===== src/rtl/cm_counter_pkg.sv =====
// Shared types and helpers for the cm_sync_counter_n counter slice.
package cm_counter_pkg;

    // Operation selected on a given clock edge, highest priority first.
    typedef enum logic [2:0] {
        OP_RESET,
        OP_CLEAR,
        OP_LOAD,
        OP_COUNT,
        OP_HOLD
    } op_e;

    // Legal parameter space: WIDTH 2..31, 2 <= MODULUS <= 2**WIDTH.
    function automatic bit mod_params_ok(input int width, input longint modulus);
        return (width >= 2) && (width <= 31) && (modulus >= 2) &&
               (modulus <= (longint'(1) << width));
    endfunction

    // d mod m as a fixed 32-step restoring remainder. The result is the same
    // as subtracting m while the value is still >= m, but the loop bound is a
    // constant and independent of how large d is relative to m.
    function automatic logic [31:0] clamp_mod(input logic [31:0] d, input logic [31:0] m);
        logic [32:0] rem;
        rem = '0;
        for (int i = 31; i >= 0; i--) begin
            rem = {rem[31:0], d[i]};
            if (rem >= {1'b0, m}) begin
                rem = rem - {1'b0, m};
            end
        end
        return rem[31:0];
    endfunction

endpackage


===== src/rtl/cm_sync_counter_n_tc_detect.sv =====
// Terminal-count and ripple-carry detection for one counter slice.
module cm_tc_detect #(
    parameter int WIDTH   = 4,
    parameter int MODULUS = 16
) (
    input  logic [WIDTH-1:0] q,
    input  logic             dir,
    input  logic             ent,
    output logic             tc,
    output logic             rco
);
    import cm_counter_pkg::*;

    localparam logic [WIDTH-1:0] MAX_VAL = WIDTH'(MODULUS - 1);

    // Terminal count is the last value before a wrap in the active direction.
    always_comb begin
        tc  = dir ? (q == MAX_VAL) : (q == '0);
        rco = ent & tc;
    end

endmodule


===== src/rtl/cm_sync_counter_n.sv =====
// N-bit modulus up/down counter with clear, load, dual enables, ripple carry
// and a registered wrap pulse. Cascadable via ent_pad <= rco_pad of the
// previous slice.
module cm_sync_counter_n #(
    parameter int WIDTH   = 4,
    parameter int MODULUS = 16,
    parameter int UPDOWN  = 1
) (
    input  logic             clk_pad,
    input  logic             rst_pad,
    input  logic             clr_pad,
    input  logic             load_pad,
    input  logic             enp_pad,
    input  logic             ent_pad,
    input  logic             dir_pad,
    input  logic [WIDTH-1:0] d_pad,
    output logic [WIDTH-1:0] q_pad,
    output logic             rco_pad,
    output logic             wrap_pad
);
    import cm_counter_pkg::*;

    localparam logic [WIDTH-1:0] MAX_VAL = WIDTH'(MODULUS - 1);

    if (!mod_params_ok(WIDTH, MODULUS)) begin : g_bad_params
        $error("cm_sync_counter_n: illegal WIDTH/MODULUS combination");
    end

    logic [WIDTH-1:0] q_q, q_d;
    logic             wrap_q, wrap_d;
    logic             dir_eff;
    logic             tc;
    op_e              op;

    assign dir_eff = (UPDOWN != 0) ? dir_pad : 1'b1;

    cm_tc_detect #(
        .WIDTH   (WIDTH),
        .MODULUS (MODULUS)
    ) u_tc_detect (
        .q   (q_q),
        .dir (dir_eff),
        .ent (ent_pad),
        .tc  (tc),
        .rco (rco_pad)
    );

    // Resolve the edge's operation by priority, then compute next count/wrap.
    always_comb begin
        op     = OP_HOLD;
        q_d    = q_q;
        wrap_d = 1'b0;
        if (rst_pad) begin
            op = OP_RESET;
        end else if (clr_pad) begin
            op = OP_CLEAR;
        end else if (load_pad) begin
            op = OP_LOAD;
        end else if (enp_pad && ent_pad) begin
            op = OP_COUNT;
        end
        case (op)
            OP_RESET, OP_CLEAR: q_d = '0;
            OP_LOAD:  q_d = WIDTH'(clamp_mod(32'(d_pad), 32'(MODULUS)));
            OP_COUNT: begin
                // Wrap by compare against the terminal value, never by rollover.
                if (dir_eff) begin
                    q_d = tc ? '0 : q_q + 1'b1;
                end else begin
                    q_d = tc ? MAX_VAL : q_q - 1'b1;
                end
                wrap_d = tc;
            end
            default: q_d = q_q;
        endcase
    end

    // Count and wrap registers with synchronous reset.
    always_ff @(posedge clk_pad) begin
        if (rst_pad) begin
            q_q    <= '0;
            wrap_q <= 1'b0;
        end else begin
            q_q    <= q_d;
            wrap_q <= wrap_d;
        end
    end

    assign q_pad    = q_q;
    assign wrap_pad = wrap_q;

endmodule


===== config.mk =====
export PLATFORM = sky130hd
export DESIGN_NAME = cm_sync_counter_n
export DESIGN_NICKNAME = d
export VERILOG_FILES = /design/src/rtl/cm_counter_pkg.sv /design/src/rtl/cm_sync_counter_n_tc_detect.sv /design/src/rtl/cm_sync_counter_n.sv
export SDC_FILE = /design/constraint.sdc
export NUM_CORES = 1
export LEC_CHECK = 0
export BUFFER_PORTS_ARGS = -buffer_cell sky130_fd_sc_hd__clkbuf_2
export CAP_MARGIN = 10
export CORE_AREA = 3 3 40 42
export CTS_BUF_LIST = sky130_fd_sc_hd__clkbuf_16
export CTS_CLUSTER_SIZE = 28
export DETAILED_ROUTE_END_ITERATION = 10
export DIE_AREA = 0 0 43 45
export GPL_ROUTABILITY_DRIVEN = 0
export PLACE_DENSITY = 0.6
export SYNTH_ARGS = -nofsm -noshare
export SYNTH_HDL_FRONTEND = slang
export SYNTH_SLANG_ARGS = --single-unit

===== constraint.sdc =====
create_clock -name clk_pad -period 1.3 [get_ports clk_pad]
set_input_delay 0.13 -clock clk_pad [delete_from_list [all_inputs] [get_ports clk_pad]]
set_output_delay 0.13 -clock clk_pad [all_outputs]
set_load 0.01 [all_outputs]

; Yosys cells after proc, flatten, opt, wreduce, memory -nomap -nowiden
; Index checks and enable logic that the tools add are counted.
[word_totals]
ff_bits = 5
in_bits = 11
output_inout_bits = 6
elab_cells = 25
[classes]
addsub = 2
n_eq_ne = 4
muxes = 9
n_bitwise = 2
n_reduce_logical = 6
[op_table]
columns = op, n
row1 = two-way mux 3 bit, 4
row2 = two-way mux 4 bit, 3
row3 = one-hot mux 4 bit (3 select lines), 1
row4 = equality test 3 x 2 -> 1 bit (second input constant), 2
row5 = adder 4 x 1 -> 4 bit (second input constant), 1
row6 = equality test 4 bit (second input constant), 1
row7 = logical NOT 4 bit, 1
row8 = OR reduction 2 bit, 2
row9 = subtractor 4 x 1 -> 4 bit (second input constant), 1
row10 = equality test 3 x 1 -> 1 bit (second input constant), 1
row11 = logical NOT 3 bit, 1
row12 = nonzero test 3 bit, 1
row13 = bitwise AND 1 bit, 1
row14 = logical AND 1 bit, 1
row15 = two-way mux 1 bit, 1
row16 = inverter 1 bit, 1

; Logic depth before layout (Yosys ltp)
; Gate-level depths: netlist of the first run.
[depth]
depth_word = 8
depth_mapped = 6
depth_no_buf = 6

; Hierarchy
; Synthesis of the first run repeated with hierarchy kept, for this count alone.
[unflattened]
hier_cells = 53
hier_area_um2 = 405.4
[modules_own_cells]
columns = module, n_inst, cells_per_inst, area_each_um2, seq_area_each_um2
row1 = cm_sync_counter_n, 1, 47, 355.3, 100.1
row2 = cm_tc_detect, 1, 6, 50.0, 0.0

; Worst setup path before layout of the first run
; No wires, ideal clock.
[synth_timing]
path_kind = register to output
from = register q_q[0], in the netlist q_pad[0]
to = output rco_pad
arrival_ns = 1.368
required_time_ns = 1.170
path_slack_ns = -0.198
path_stages_with_launch = 6
n_path_buf = 0
cell_sequence = dfxtp_1 > inv_1 > ha_1 > or3b_4 > mux2i_1 > and2_1
[synth_between]
elab_chain_len = 3
elab_cells_between_ends = 4
classes_between = eq/ne: 1 / mux: 1 / bitwise: 1 / reduce/logical: 1
[synth_lines]
columns = item, line_no
row1 = start: declaration, cm_sync_counter_n.sv:29  ; logic [WIDTH-1:0] q_q, q_d;
row2 = start signal: assignment, cm_sync_counter_n.sv:84  ; q_q <= q_d;
row3 = equality test 4 bit / logical NOT 4 bit (equally long branches), cm_sync_counter_n_tc_detect.sv:18  ; tc = dir ? (q == MAX_VAL) : (q == '0);
row4 = two-way mux 1 bit *, cm_sync_counter_n_tc_detect.sv:18
row5 = bitwise AND 1 bit *, cm_sync_counter_n_tc_detect.sv:19  ; rco = ent & tc;
row6 = end: declaration, cm_sync_counter_n.sv:18  ; output logic rco_pad,
; Every way passes the cells marked *; elsewhere a longest branch is shown, timed or not.

; Final worst setup path of the first run
; Same ends and word-level chain as after synthesis.

==> summary.md, run 1 <==
| Metric | Value |
|---|---|
| Post-synth EDFFs | 0 |
| Final instance area | slightly below 700 sq um |
| Clock Pin Slew Worst Setup and Hold Paths | approximately 0.04 ns |
| Hold endpoint | q_pad[0]$_SDFFE_PP0P_ |
| Initial Util | 0.273 |
| DRC | 0 |
| Largest net degree at the start of global routing | 8 |
| CP max FO | 2 |
| Starting DRT DRC Count | 3 |
| Crit Path Class | reg2out |
| Wire per inst | ~13 microns |
| Critical path launch point type | flop |
| Synth warn | 0 |
| Avg Vias per Cell | about 5.0 |
| Final setup margin | -0.377 ns |
| Critical path capture point type | output pin |
| Seq/Total Area, Yosys | 0.286 |
| Rel. slew slack | 0.725 |
| Type of the worst min-delay path | in2reg |
| Synth top area cells | dfxtp_1 29%, ha_1 7.1%, a221o_1 5.7% |
| Top Ports | 17 |
| Maximum capacitance violations | 0 |
| Vias in the first global route | ~380 |
| CTS Sinks | 5 |
| Run status | complete, but fails checks |
| DIE WIDTH | about 43 microns |
| Avg Cell Area, Syn | 8.34 sq um |
| VDD IR max | 0.880 mV |
| Worst EP arrival | ~1.6 ns |
| DRT Pass-1 Iters | 2 |
| Filler Cell Count | between 100 and 150 |
| Register area | about 110 sq um |
| Reg2reg end | q_pad[0]$_SDFFE_PP0P_ |
| H-tree levels | 1 |
| Worst-Skew Late Latency | around 0.23 ns |
| Die Y | 45 microns |
| Max Clock Freq | 0.596 GHz |
| FF+latch count, synth | 5 |
| Layout cell share with drive strength beyond 1 | 0.562 |
| Area share of the largest cell type after synthesis | 0.286 |
| Tot GR Track Use | 0.132 |
| Die Area | 1940 sq um |
| Initial antenna violation count | 0 |
| GRT Residual Overflow | 0 |
| Footprint of the multi-input gates | between 200 and 300 sq um |
| Total power | 815 uW |
| Hold Startpoint | d_pad[0] |
| Antenna-violating nets left | 0 |
| Syn Inst Count | 42 |
| Nets | 87 |
| Leak pwr | around 0.32 nW |
| Clk_skew | ~0.0031 ns |
| Vias | about 440 |
| Hold Crit Depth | 2 |
| CTS tree | built |
| Root Driver | clkbuf_16 |
| Hold Slack | 0.119 ns |
| Ant diodes | 0 |
| Global-route wire length before repair | ~1.6 mm |
| Final WL | between 1 and 1.5 mm |
| R2R depth | 7 |
| Worst Path Required | 1.17 ns |
| Setup violations, final | 2 |
| Fin. max-slew vios | 0 |
| Synth Cell Area | approximately 350 sq um |
| Total nets after synthesis | 55 |
| Min cycle time layout | approximately 1.7 ns |
| Most frequently used flop master after synthesis | dfxtp_1 |
| Final hold violation count | 0 |
| RSZ-0062 raised after global routing | true |
| Period utilisation layout | 1.29 |
| IO buf count | 16 |
| Finished Layout Cells | 88 |
| Placed inst area | roughly 540 sq um |
| Hpwl dp | 851 microns |
| Asr flop ratio synth | 0 |
| Number of buffers created by CTS | 3 |
| Most area-hungry cell type in the Yosys netlist | dfxtp_1 |
| R2r setup slk | -0.28 ns |
| Placed Cells | ~80 |
| Failing checks | negative setup slack |
| Core area | ~1300 sq um |
| P per Cell Area | approximately 1200 nW/um^2 |
| Max Root-Sink Buffers | 2 |
| Rows | 13 |
| Number of library cell types mapped by synthesis | 24 |
| Area delta synth->final | 93.2% |
| Least-Margin Pin Slew | roughly 0.41 ns |
| Worst r2r src | q_pad[0]$_SDFFE_PP0P_ |
per-layer routing:
metal,track usage,vias to the layer above,share of wire
met3,0.0757,4,0.086
li1,-,219,-
met2,0.180,17,0.44
met1,0.133,198,0.42
met4,0.145,0,0.046
met5,0,-,0
final cells by class:
| class | count | area share |
|---|---|---|
| clock inverter | 1 | 0.00555 |
| tap | 15 | 0.0277 |
| sequential | 5 | 0.159 |
| inverter | 4 | 0.0296 |
| timing repair buffer | 27 | 0.255 |
| multi-input combinational | 33 | 0.412 |
| clock buffer | 3 | 0.111 |
worst max-delay path by stage:
stage,from,endpoint,depth (start not counted)
finish,q_pad[0]$_SDFFE_PP0P_,rco_pad,6
CTS,q_pad[0]$_SDFFE_PP0P_,rco_pad,6
floorplan,q_pad[0]$_SDFFE_PP0P_,rco_pad,5
detailed placement,q_pad[1]$_SDFFE_PP0P_,rco_pad,6
global placement,q_pad[1]$_SDFFE_PP0P_,rco_pad,6
global route,q_pad[0]$_SDFFE_PP0P_,rco_pad,6
cell usage after synthesis, drive strengths merged (2+ instances only):
master / count
a21oi: 2
a221o: 2
dfxtp: 5
ha: 2
inv: 4
mux2i: 2
nand2: 2
nand4: 2
nor2: 4
o21ai: 3
cells by family (layout without fill, tap and decap cells):
logic type | count (synthesis) | after routing | synth area share
xor+xnor | 2 | 2 | 0.0500
simple gates | 15 | 15 | 0.232
buf+inv | 4 | 35 | 0.0428
mux | 2 | 2 | 0.0571
compound gates | 12 | 12 | 0.261
flops | 5 | 5 | 0.286
fa+ha+maj | 2 | 2 | 0.0714
registers in the layout, summed over array words and instances (netlist names):
name	count
q_pad	4
wrap_pad	1
cells in the final DEF, fill, tap and decap left out, types with 2 or more instances in the layout:
master | synthesis | layout
clkbuf_2 | 0 | 15
buf_4 | 0 | 10
nor2_1 | 4 | 4
inv_1 | 4 | 3
clkbuf_16 | 0 | 3
dfxtp_1 | 5 | 3
inv_4 | 0 | 2
nand4_1 | 2 | 2
o21ai_1 | 0 | 2
nand2_1 | 2 | 2
a221o_1 | 2 | 2
ha_4 | 0 | 2
buf_6 | 0 | 2
dfxtp_4 | 0 | 2
stage by stage:
step / setup slack, ns / utilization / setup TNS, ns
finish: -0.377 / 0.527 / -0.655
detailed placement: -0.194 / 0.424 / -0.348
CTS: -0.432 / 0.501 / -0.715
global placement: -0.155 / 0.424 / -0.300
floorplan: -0.0672 / - / -0.0997
global route: -0.420 / 0.527 / -0.896
critical path, cell delays in order (launching register included):
cell     delay (ns)
dfxtp_4        0.34
inv_4          0.06
ha_4           0.12
or3b_4         0.39
mux2i_4        0.15
and2_4         0.16
buf_6          0.09
power by group:
part | total [mW] | internal, mW | switching, mW
registers | 0.164 | 0.159 | 0.00527
logic | 0.144 | 0.0798 | 0.0640
clock network | 0.507 | 0.399 | 0.108
repair_timing:
item                                    in CTS  in global routing
hold buffers                                 0                  0
pin swaps                                    3                  7
buffers inserted                             2                  2
endpoints found under the setup margin       4                  5
resized for setup                            2                  9
(Power assumes the default switching activity.)
==> run 2: changes to the inputs <==
- BUFFER_PORTS_ARGS: -buffer_cell sky130_fd_sc_hd__clkbuf_2 -> -buffer_cell sky130_fd_sc_hd__buf_2
- CELL_PAD_IN_SITES_DETAIL_PLACEMENT: unset -> 1
- CELL_PAD_IN_SITES_GLOBAL_PLACEMENT: unset -> 1
- CORE_AREA: 3 3 40 42 -> unset
- CORE_MARGIN: unset -> 3
- CORE_UTILIZATION: unset -> 26
- DIE_AREA: 0 0 43 45 -> unset
- PLACE_DENSITY: 0.6 -> 0.77
==> summary.md, run 2 (same netlist as run 1, synthesis figures left out) <==
| Metric | Value |
|---|---|
| Run status | complete, but fails checks |
| Failing checks | negative setup slack |
| Max Root-Sink Buffers | 2 (unchanged) |
| Buf+Inv Stages, Crit Path | 2 (unchanged) |
| Critical path, cell by cell | inv_4 > ha_4 > or3b_4 > mux2i_1 > and2_4 > buf_6 |
| CTS Sinks | 5 (unchanged) |
| Initial Util | 0.295 (+0.0227) |
| Final hold violation count | 0 (unchanged) |
| Worst Path Required | 1.17 ns (about the same) |
| Period utilisation layout | 1.33 (+0.0349) |
| Placed inst area | 543 sq um (-0.23%) |
| Antenna-violating nets left | 0 (unchanged) |
| RSZ-0062 raised after global routing | true |
| Hpwl dp | 1.11 mm (+30%) |
| Wire per inst | 15.9 microns (+22%) |
| Commonest cells after routing, fill and taps aside | 15 x buf_2, 10 x buf_4, 4 x nor2_1 |
| Final setup margin | -0.423 ns (-0.0454 ns) |
| Largest register FFs | 4 (unchanged) |
| DRC | 0 (unchanged) |
| Reg2reg end | q_pad[0]$_SDFFE_PP0P_ |
| CP Launch Point | q_pad[1]$_SDFFE_PP0P_ |
| Number of buffers created by CTS | 3 (unchanged) |
| H-tree levels | 1 (unchanged) |
| Hold Startpoint | d_pad[1] |
| Final WL | 1.38 mm (+20%) |
| Fin util | 0.559 (+0.0323) |
| P per Cell Area | 1230 nW/um^2 (+2.0%) |
| Vias | 457 (+4.3%) |
| Worst-Skew Late Latency | 0.23 ns (about the same) |
| Slowest library cell on the worst path | or3b_4 |
| Footprint of the multi-input gates | 267 sq um (-4.5%) |
| Fin. max-slew vios | 0 (unchanged) |
| Maximum capacitance violations | 0 (unchanged) |
| R2R depth | 7 (unchanged) |
| Vias in the first global route | 446 (+18%) |
| Switch Pwr | 181 uW (+1.7%) |
| Most common cell after layout, fill and taps aside | buf_2 |
| Area delta synth->final | 89.3% |
| Tot GR Track Use | 0.164 (+0.0324) |
| Placed Cells | 81 (-1.2%) |
| Layout cell share with drive strength beyond 1 | 0.548 (-0.0137) |
| Type of the worst min-delay path | in2reg |
| Clock power share | 0.625 (+0.002) |
| Avg Vias per Cell | 5.25 (+5.5%) |
| Internal cell power | 634 uW (-0.59%) |
| Largest stage delay on the critical path | 0.39 ns (about the same) |
| CP top delay family | simple AND/OR/NAND/NOR gates |
| Rows | 12 (-1) |
| Worst EP arrival | 1.59 ns (+0.04 ns) |
| CTS tree | built |
| IO buf count | 16 (unchanged) |
| Hold Slack | 0.129 ns (+0.0101 ns) |
| Core area | 1190 sq um (-7.7%) |
| Max Clock Freq | 0.580 GHz (-2.6%) |
| Crit path capture | rco_pad |
| Nets | 87 (unchanged) |
| Sequential power share | 0.201 (about the same) |
| Root Driver | clkbuf_16 |
| Rel. slew slack | 0.760 (+0.0342) |
| DRT Pass-1 Iters | 4 (+2) |
| Largest net degree at the start of global routing | 8 (unchanged) |
| Clock Pin Slew Worst Setup and Hold Paths | 0.04 ns (about the same) |
| Crit Path Class | reg2out |
| Register area | 108 sq um (unchanged) |
| Starting DRT DRC Count | 6 (+3) |
| R2r setup slk | -0.34 ns (-0.06 ns) |
| Initial antenna violation count | 0 (unchanged) |
| VDD IR max | 0.694 mV (-21%) |
| Final instance area | 663 sq um (-2.0%) |
| Leak pwr | 0.321 nW (+1.4%) |
| Setup violations, final | 3 (+1) |
| Top Ports | 17 (unchanged) |
| Least-Margin Pin Slew | 0.358 ns (-0.0510 ns) |
| Comb power frac | 0.174 (-0.002) |
| CP max FO | 2 (unchanged) |
| Global-route wire length before repair | 2.13 mm (+33%) |
| Die Area | 1820 sq um (-5.8%) |
| DIE WIDTH | 42.7 microns (-0.69%) |
| Total power | 814 uW (about the same) |
| Post-CTS Hold Buffers | 0 (unchanged) |
| Die Y | 42.7 microns (-5.1%) |
| Critical path launch point type | flop |
| Clk_skew | 0.000845 ns (-0.00228 ns) |
| Worst r2r src | q_pad[1]$_SDFFE_PP0P_ |
| Filler Cell Count | 155 (+27%) |
| Ant diodes | 0 (unchanged) |
| Critical path capture point type | output pin |
| Finished Layout Cells | 87 (-1.1%) |
| Net switching fraction of the power | 0.222 (+0.00390) |
| GRT Residual Overflow | 0 (unchanged) |
| Min cycle time layout | 1.72 ns (+0.0454 ns) |
| Critical Path Stages | 6 (unchanged) |
run 2: how the worst min path moves through the flow:
stage	end	slack [ns]	depth (start not counted)
global placement	q_pad[1]$_SDFFE_PP0P_	0.36	2
floorplan	q_pad[3]$_SDFFE_PP0P_	0.26	2
CTS	q_pad[1]$_SDFFE_PP0P_	0.13	2
finish	q_pad[1]$_SDFFE_PP0P_	0.13	2
detailed placement	q_pad[1]$_SDFFE_PP0P_	0.36	2
global route	q_pad[1]$_SDFFE_PP0P_	0.13	2
run 2: area by class of cell:
type | instances | share of cell area
Timing Repair Buffer | 27 | 0.260
Clock inverter | 1 | 0.00566
Sequential cell | 5 | 0.162
Clock buffer | 3 | 0.113
Inverter | 4 | 0.0302
Multi-Input combinational cell | 33 | 0.402
Tap cell | 14 | 0.0264
run 2: power groups by stage:
| stage | sequential (mW) | clock [mW] | combinational (mW) |
|---|---|---|---|
| final | 0.164 | 0.509 | 0.142 |
| after global placement | 0.165 | 0 | 0.120 |
| after detailed placement | 0.166 | 0 | 0.126 |
| after global routing | 0.165 | 0.534 | 0.153 |
| after CTS | 0.164 | 0.512 | 0.137 |
| after floorplan | 0.173 | 0 | 0.0539 |
run 2: per-stage QoR:
stage	TNS [ns]	setup WS (ns)
6_report	-0.827	-0.423
5_1_grt	-0.977	-0.473
4_1_cts	-0.779	-0.398
3_5_place_dp	-0.431	-0.187
3_3_place_gp	-0.303	-0.156
2_1_floorplan	-0.0997	-0.0672
run 2: repair_timing:
item,4_1_cts,5_1_grt
buffers inserted,2,2
endpoints found under the setup margin,4,4
pin swaps,1,4
gates resized for setup,2,4
run 2: layer usage:
metal	up-vias	wire length, microns	global-route usage
met1	215	490	0.159
met5	-	0	0
li1	218	-	-
met3	4	76	0.0381
met2	20	795	0.308
met4	0	21	0.0932
==> run 3: changes to the inputs <==
- ABC_AREA: unset -> 1
- CORE_UTILIZATION: 26 -> 27
- PLACE_DENSITY: 0.77 -> 0.79
==> summary.md, run 3 <==
| Metric | Value |
|---|---|
| Antenna-violating nets left | 0 (unchanged) |
| Fin util | 0.496 (-0.0627) |
| Most frequently used flop master after synthesis | dfxtp_1 |
| Period utilisation layout | 1.11 (-0.215) |
| Simple-gate area share of the yosys netlist | 0.495 (+0.263) |
| Setup TNS Final | -0.143 ns (+0.684 ns) |
| Worst-Skew Late Latency | 0.23 ns (about the same) |
| RSZ-0062 raised after global routing | true |
| Initial antenna violation count | 0 (unchanged) |
| Min cycle time layout | 1.44 ns (-0.280 ns) |
| Clk_skew | 0.000105 ns (-0.000740 ns) |
| Met1 usage | 0.180 (+0.0212) |
| Setup violations, final | 1 (-2) |
| DIE WIDTH | 44.9 microns (+5.2%) |
| CTS tree | built |
| Hold Slack | 0.122 ns (-0.00724 ns) |
| Post-synthesis mux area share | 0 (-0.0571) |
| Commonest cells in the netlist | 11 x nand3_1, 9 x nand2_1, 8 x inv_1, 5 x dfxtp_1, 5 x nand4_1 |
| Largest net degree at the start of global routing | 8 (unchanged) |
| Commonest cells after routing, fill and taps aside | 16 x buf_2, 11 x nand3_1, 9 x nand2_1 |
| Rows | 13 (+1) |
| Core area | 1370 sq um (+15%) |
| Area delta synth->final | 65.7% |
| Crit Path Class | reg2out |
| Final setup margin | -0.143 ns (+0.280 ns) |
| VDD IR max | 0.912 mV (+31%) |
| Synth Area in Compound Gates | 0.0673 (-0.193) |
| Finished Layout Cells | 100 (+15%) |
| Rel. slew slack | 0.787 (+0.0276) |
| Ant diodes | 0 (unchanged) |
| Least-Margin Pin Slew | 0.319 ns (-0.0391 ns) |
| DRT Pass-1 Iters | 4 (unchanged) |
| Clock Pin Slew Worst Setup and Hold Paths | 0.03 ns (about the same) |
| Most area-hungry cell type in the Yosys netlist | dfxtp_1 |
| Met3 Use GR | 0.0757 (+0.0376) |
| Critical path launch point type | flop |
| CTS Sinks | 5 (unchanged) |
| Maximum capacitance violations | 0 (unchanged) |
| Syn Inst Count | 59 (+40%) |
| Failing checks | negative setup slack |
| CP top delay family | flip-flops |
| Number of buffers created by CTS | 3 (unchanged) |
| Layout cell share with drive strength beyond 1 | 0.494 (-0.0538) |
| Fin. max-slew vios | 0 (unchanged) |
| Worst EP arrival | 1.31 ns (-0.28 ns) |
| Placed Cells | 93 (+15%) |
| CP max FO | 4 (+2) |
| Post-Synth XOR/XNOR Area | 0.0214 (-0.0286) |
| Die Y | 44.9 microns (+5.2%) |
| Nets | 99 (+14%) |
| Seq/Total Area, Yosys | 0.245 (-0.0411) |
| Number of library cell types mapped by synthesis | 20 (-17%) |
| Post-synth EDFFs | 0 (unchanged) |
| Total nets after synthesis | 72 (+31%) |
| Tot GR Track Use | 0.164 (+0.000419) |
| FF+latch count, synth | 5 (unchanged) |
| Type of the worst min-delay path | in2reg |
| GRT Residual Overflow | 0 (unchanged) |
| Largest stage delay on the critical path | 0.37 ns (-0.02 ns) |
| Filler Cell Count | 173 (+12%) |
| Global-route wire length before repair | 2.36 mm (+11%) |
| Initial Util | 0.299 (+0.00409) |
| Synth Area in Adders | 0.0612 (-0.0103) |
| Die Area | 2020 sq um (+11%) |
| Post-Place Setup Slack | -0.0178 ns (+0.170 ns) |
| Placed inst area | 527 sq um (-3.0%) |
| Worst Path Required | 1.17 ns (about the same) |
| Root Driver | clkbuf_16 |
| Max Root-Sink Buffers | 2 (unchanged) |
| Slowest library cell on the worst path | dfxtp_4 |
| Avg Vias per Cell | 5.16 (-1.8%) |
| Critical path, cell by cell | ha_4 > nand2_4 > inv_4 > nand3_4 > and2_4 > nor2_2 > buf_2 |
| Synth Cell Area | 409 sq um (+17%) |
| Largest register FFs | 4 (unchanged) |
| Wire per inst | 14.8 microns (-6.9%) |
| Avg Cell Area, Syn | 6.93 sq um (-17%) |
| Met2 Track Usage GR | 0.271 (-0.0372) |
| Starting DRT DRC Count | 8 (+2) |
| DRC | 0 (unchanged) |
| Final instance area | 678 sq um (+2.3%) |
| Vias | 516 (+13%) |
| Hpwl dp | 1.04 mm (-5.8%) |
| IO buf count | 16 (unchanged) |
| Busiest grt layer | met2 |
| Synth warn | 0 (unchanged) |
| Most numerous cell in the Yosys netlist | nand3_1 |
| Asr flop ratio synth | 0 (unchanged) |
| Vias in the first global route | 549 (+23%) |
| Final hold violation count | 0 (unchanged) |
| Critical path capture point type | output pin |
| Buf+Inv Stages, Crit Path | 2 (unchanged) |
| Final WL | 1.48 mm (+7.0%) |
| Most common cell after layout, fill and taps aside | buf_2 |
| Area share of the largest cell type after synthesis | 0.245 (-0.0411) |
| H-tree levels | 1 (unchanged) |
| Max Clock Freq | 0.693 GHz (+19%) |
| Total power | 799 uW (-1.8%) |
| Top Ports | 17 (unchanged) |
| Synth top area cells | dfxtp_1 24%, nand3_1 13%, nand2_1 8.3% |
| Leak pwr | 0.343 nW (+6.6%) |
| Largest family of logic cells by synthesized area | simple AND/OR/NAND/NOR gates |
| P per Cell Area | 1180 nW/um^2 (-4.0%) |
| Run status | complete, but fails checks |
## run 3: changes by cell type after synthesis, moves of 2 or more
cell / before / now
nand3_1: 1 / 11
nand2_1: 2 / 9
inv_1: 4 / 8
nand4_1: 2 / 5
nor2_2: 0 / 3
a221o_1: 2 / 0
mux2i_1: 2 / 0
nor2_1: 4 / 2
## run 3: layout make-up
| type | count | area [sq um] | share of cell area |
|---|---|---|---|
| clock buffers | 3 | 75.1 | 0.111 |
| clock inverters | 1 | 3.75 | 0.00554 |
| inverters | 9 | 36.3 | 0.0535 |
| multi-input cells | 44 | 304 | 0.448 |
| flip-flops and latches | 5 | 108 | 0.159 |
| well taps | 15 | 18.8 | 0.0277 |
| repair buffers | 23 | 133 | 0.196 |
## run 3: cell families (layout without fill, tap and decap cells)
kind of cell / Yosys count / in the layout
flip-flops: 5 / 5
buffers and inverters: 10 / 36
AO/OA/AOI/OAI: 5 / 5
XOR/XNOR: 1 / 1
adder cells (fa/ha/maj): 2 / 2
AND/OR/NAND/NOR: 36 / 36
## run 3: path summary, 6_finish.rpt
check	from	endpoint	slack (ns)	cells after the start
max	q_pad[1]$_SDFFE_PP0P_	rco_pad	-0.14	7
max reg2reg	q_pad[2]$_SDFFE_PP0P_	q_pad[3]$_SDFFE_PP0P_	0.15	6
min reg2reg	q_pad[1]$_SDFFE_PP0P_	q_pad[1]$_SDFFE_PP0P_	0.58	2
min	d_pad[3]	q_pad[3]$_SDFFE_PP0P_	0.12	3
## run 3: layer usage
metal  up-vias  part of all wire
met5         -                 0
met4         0             0.014
met3         4             0.053
met2        13              0.53
met1       245              0.40
li1        254                 -
## run 3: timing repair
action,CTS,global route
gates resized for setup,10,4
buffers inserted,3,0
endpoints found under the setup margin,1,1
pin swaps,2,2
hold buffers,0,0
## run 3: tightest hold or removal path, stage by stage
cell and delay, ns:
buf_2 0.07, nand2_1 0.04, nand3_1 0.07
## run 3: power breakdown
| group | internal [mW] | switching (mW) |
|---|---|---|
| clock | 0.398 | 0.102 |
| combinational | 0.0616 | 0.0681 |
| sequential | 0.158 | 0.0109 |
